`src/rtl/conditional_logic.sv`:
```
// Condition evaluation and write gating: holds NZCV flags, evaluates the
// instruction's condition code against them and gates branch/reg/mem writes.
module conditional_logic (
  input  logic       clk,
  input  logic       reset,
  input  logic [2:0] Cond,
  input  logic [3:0] ALUFlags,
  input  logic [1:0] FlagW,
  input  logic       PCS,
  input  logic       RegW,
  input  logic       MemW,
  input  logic       NoWrite,
  output logic       PCSrc,
  output logic       RegWrite,
  output logic       MemWrite
);

  localparam logic [2:0] CondAl = 3'b000;
  localparam logic [2:0] CondEq = 3'b001;
  localparam logic [2:0] CondNe = 3'b010;
  localparam logic [2:0] CondGt = 3'b011;
  localparam logic [2:0] CondGe = 3'b100;
  localparam logic [2:0] CondLt = 3'b101;
  localparam logic [2:0] CondLe = 3'b110;

  logic [1:0] nz_q;
  logic [1:0] cv_q;
  logic [1:0] flag_write;
  logic       flag_n;
  logic       flag_z;
  logic       flag_v;
  logic       cond_ex;

  // C is architectural state only; no defined condition reads it.
  logic       flag_c_unused;

  assign flag_n        = nz_q[1];
  assign flag_z        = nz_q[0];
  assign flag_c_unused = cv_q[1];
  assign flag_v        = cv_q[0];

  always_comb begin
    cond_ex = 1'b0;
    case (Cond)
      CondAl:  cond_ex = 1'b1;
      CondEq:  cond_ex = flag_z;
      CondNe:  cond_ex = ~flag_z;
      CondGt:  cond_ex = ~flag_z & (flag_n == flag_v);
      CondGe:  cond_ex = (flag_n == flag_v);
      CondLt:  cond_ex = (flag_n != flag_v);
      CondLe:  cond_ex = flag_z | (flag_n != flag_v);
      default: cond_ex = 1'b0;
    endcase
  end

  assign flag_write = FlagW & {2{cond_ex}};

  always_ff @(posedge clk) begin
    if (reset) begin
      nz_q <= 2'b00;
      cv_q <= 2'b00;
    end else begin
      if (flag_write[1]) nz_q <= ALUFlags[3:2];
      if (flag_write[0]) cv_q <= ALUFlags[1:0];
    end
  end

  assign PCSrc    = PCS & cond_ex;
  assign RegWrite = RegW & cond_ex & ~NoWrite;
  assign MemWrite = MemW & cond_ex;

endmodule

```
`config.mk`:
```
export PLATFORM = sky130hd
export DESIGN_NAME = conditional_logic
export DESIGN_NICKNAME = d
export VERILOG_FILES = /design/src/rtl/conditional_logic.sv
export SDC_FILE = /design/constraint.sdc
export NUM_CORES = 1
export LEC_CHECK = 0
export CAP_MARGIN = 25
export CORE_AREA = 2 2 39 41
export CTS_BUF_LIST = sky130_fd_sc_hd__clkbuf_2 sky130_fd_sc_hd__clkbuf_4 sky130_fd_sc_hd__clkbuf_8
export DETAILED_ROUTE_END_ITERATION = 6
export DIE_AREA = 0 0 41 43
export PLACE_DENSITY_LB_ADDON = 0.3
export SKIP_CTS_REPAIR_TIMING = 1
export SLEW_MARGIN = 20
export SYNTH_ARGS = -nofsm -noshare
export SYNTH_HDL_FRONTEND = slang
export SYNTH_SLANG_ARGS = --single-unit
```
`constraint.sdc`:
```
create_clock -name clk -period 1.2 [get_ports clk]
set_input_delay 0.12 -clock clk [delete_from_list [all_inputs] [get_ports clk]]
set_output_delay 0.12 -clock clk [all_outputs]
set_load 0.02 [all_outputs]
```
==> flow_metrics.env <==
export IMPL_outcome="finished, violations left"
export IMPL_failed_checks="setup timing"
export IMPL_syn_inst=29
export IMPL_synth_area_mux_share_pct=12.6
export IMPL_post_dp_hpwl_um=521
export IMPL_timing_final_hold_violations=0
export IMPL_tritoncts_num_buffers=3
export IMPL_layout_min_cycle_time_ns=1.65
export IMPL_maxClockFrequency_mhz=606
export IMPL_floorplan_io_pins=18
export IMPL_max_vdd_ir_drop_v=0.000369
export IMPL_initial_antenna_violation_count=0
export IMPL_detail_route_first_pass_iterations=1
export IMPL_grt_first_pass_wirelength_um=1130
export IMPL_critPathCaptureType="output port"
export IMPL_die_h_um=43
export IMPL_power_density_nw_per_um2=999
export IMPL_grt_pass1_vias=306
export IMPL_post_route_drc_count=0
export IMPL_cts_htree_levels=1
export IMPL_synthAdderAreaFrac_pct=0
export IMPL_final_area_um2=490
export IMPL_num_vias=275
export IMPL_syn_to_final_growth_pct=105
export IMPL_slew_limit_headroom_pct=85.8
export IMPL_yosys_area_top_type="dfxtp_1"
export IMPL_utilization_pct=35.4
export IMPL_synth_compound_gate_area_share_pct=17.8
export IMPL_total_wire_length_after_detailed_routing_um=665
export IMPL_worstHoldPathType="primary input to register"
export IMPL_ys_warnings_count=0
export IMPL_detail_route_wl_per_cell_um=9.64
export IMPL_total_track_usage_pct=9.82
export IMPL_sequential_area_share_after_synthesis_pct=25.1
export IMPL_worst_setup_path_start_kind="register"
export IMPL_grt_max_degree=5
export IMPL_worst_endpoint_required_ns=1.08
export IMPL_clkSlewWorstSetupHoldPaths_ns=0.04
export IMPL_dpl_instance_area_um2=442
export IMPL_core_region_area_um2=1380
export IMPL_synth_top_cell_area_share_pct=25.1
export IMPL_clock_tree_buffer_depth=2
export IMPL_post_place_cells=64
export IMPL_period_share_pct=138
export IMPL_netlist_area_um2=239
export IMPL_final_setup_worst_slack_ns=-0.451
export IMPL_commonest_cells_after_routing_fill_and_taps_aside="clkdlybuf4s50_1, nand2_1, clkbuf_4, buf_4, inv_1"
export IMPL_fin_worst_skew_ns=0.00105
export IMPL_drv_slew=0
export IMPL_cts_root_buffer="clkbuf_4"
export IMPL_fin_nets=69
export IMPL_synth_distinct_cells=16
export IMPL_synth_simple_gate_area_share_pct=29.3
export IMPL_dieArea_um2=1760
export IMPL_portBuffers=16
export IMPL_report_final_setup_viol=6
export IMPL_timing_setup_critical_path_class="register to output port"
export IMPL_critPathMaxFanout=4
export IMPL_dominant_combinational_cell_family_by_area_after_synthesis="simple AND/OR/NAND/NOR gates"
export IMPL_synth_xor_xnor_area_share_pct=10.5
export IMPL_synth_top_cells_by_area="dfxtp_1, mux2i_1, nand2_1"
export IMPL_globalRouteOverflowTotal=0
export IMPL_clock_tree_from_tritoncts="built"
export IMPL_initial_utilization_pct=17.3
export IMPL_setup_total_negative_slack_ns=-1.99
export IMPL_cts_sink_count=3
export IMPL_worstPathArrival_ns=1.53
export IMPL_diodes=0
export IMPL_post_route_cells_drive_above_1_share_pct=39.6
export IMPL_average_vias_per_placed_instance=3.99
export IMPL_horizontal_die_dimension_um=41
export IMPL_post_synth_cell_area_avg_um2=8.24
export IMPL_max_cap_viol_count=0
export IMPL_mappedNetlistNets=44
export IMPL_slew_at_the_pin_closest_to_its_max_slew_limit_ns=0.211
export IMPL_static_leakage_power_nw=0.250
export IMPL_worst_skew_pair_late_latency_ns=0.23
export IMPL_rsz0062_at_grt="yes"
export IMPL_drtIter0Drc=0
export IMPL_layout_cells_non_filler=69
export IMPL_final_common_cell="clkdlybuf4s50_1"
export IMPL_number_of_nets_with_antenna_violations_after_detailed_routing=0
export IMPL_pre_cts_ws_ns=-0.877
export IMPL_routabilityCongestion=0.598
export IMPL_number_of_synthesized_register_bits=3
export IMPL_fp_row_count=14
[worst max-delay path: stages, from the launching register on]
cell,delay (ns)
dfxtp_2,0.32
xnor2_2,0.21
mux2i_2,0.26
o211ai_2,0.14
and3b_2,0.24
buf_6,0.13
[cells in the mapped netlist (all sizes together)]
master  instances
inv             3
a41o            1
and3b           1
and2            2
nor2            1
o211ai          1
and2b           1
o21ai           2
xnor2           1
nand2           6
dfxtp           3
nor3b           1
xor2            1
mux2i           3
a21oi           2
[layout make-up]
class	instances	area, um2
well taps	16	20.0
flip-flops and latches	3	61.3
multi-input cells	23	181
clock buffers	4	30.0
repair buffers	20	186
fillers	157	893
inverters	3	11.3
[per-layer routing]
| metal | part of all wire [%] | wire [um] | track usage [%] | up-vias |
|---|---|---|---|---|
| met5 | 0 | 0 | 0 | - |
| met4 | 1.5 | 10 | 10.0 | 0 |
| met3 | 11 | 73 | 2.09 | 2 |
| met2 | 49 | 328 | 15.0 | 11 |
| met1 | 38 | 253 | 9.90 | 115 |
| li1 | - | - | - | 147 |
[sequential cells by signal (all words and copies together), names as in the netlist]
name and flops:
nz_q 2, cv_q 1
[stage by stage]
step                      total power, mW  hold slack [ns]
after floorplan                     0.196            0.259
after global placement              0.284            0.485
after detailed placement            0.287            0.501
after CTS                           0.496            0.435
after global routing                0.524            0.470
final                               0.490            0.443
[final timing paths]
path / slack (ns) / to / startpoint / depth (start not counted)
worst min register to register: 0.50 / nz_q[1]$_SDFFE_PP0P_ / nz_q[1]$_SDFFE_PP0P_ / 2
worst min-delay path: 0.44 / nz_q[1]$_SDFFE_PP0P_ / ALUFlags[3] / 3
worst max register to register: -0.24 / cv_q[0]$_SDFFE_PP0P_ / cv_q[0]$_SDFFE_PP0P_ / 5
worst max-delay path: -0.45 / RegWrite / cv_q[0]$_SDFFE_PP0P_ / 5
[where the power goes]
part / internal, mW / leakage (nW) / switching, mW
logic: 0.107 / 0.206 / 0.0700
clock network: 0.147 / 0.0184 / 0.0490
registers: 0.109 / 0.0250 / 0.00798
total: 0.363 / 0.250 / 0.127
[kinds of logic after synthesis]
group / Yosys count
and+or+nand+nor: 12
buffers and inverters: 3
xor gates and xnor gates: 2
muxes: 3
AOI/OAI and AO/OA: 6
DFF: 3
Note: power is estimated with default switching activity, not from simulation.
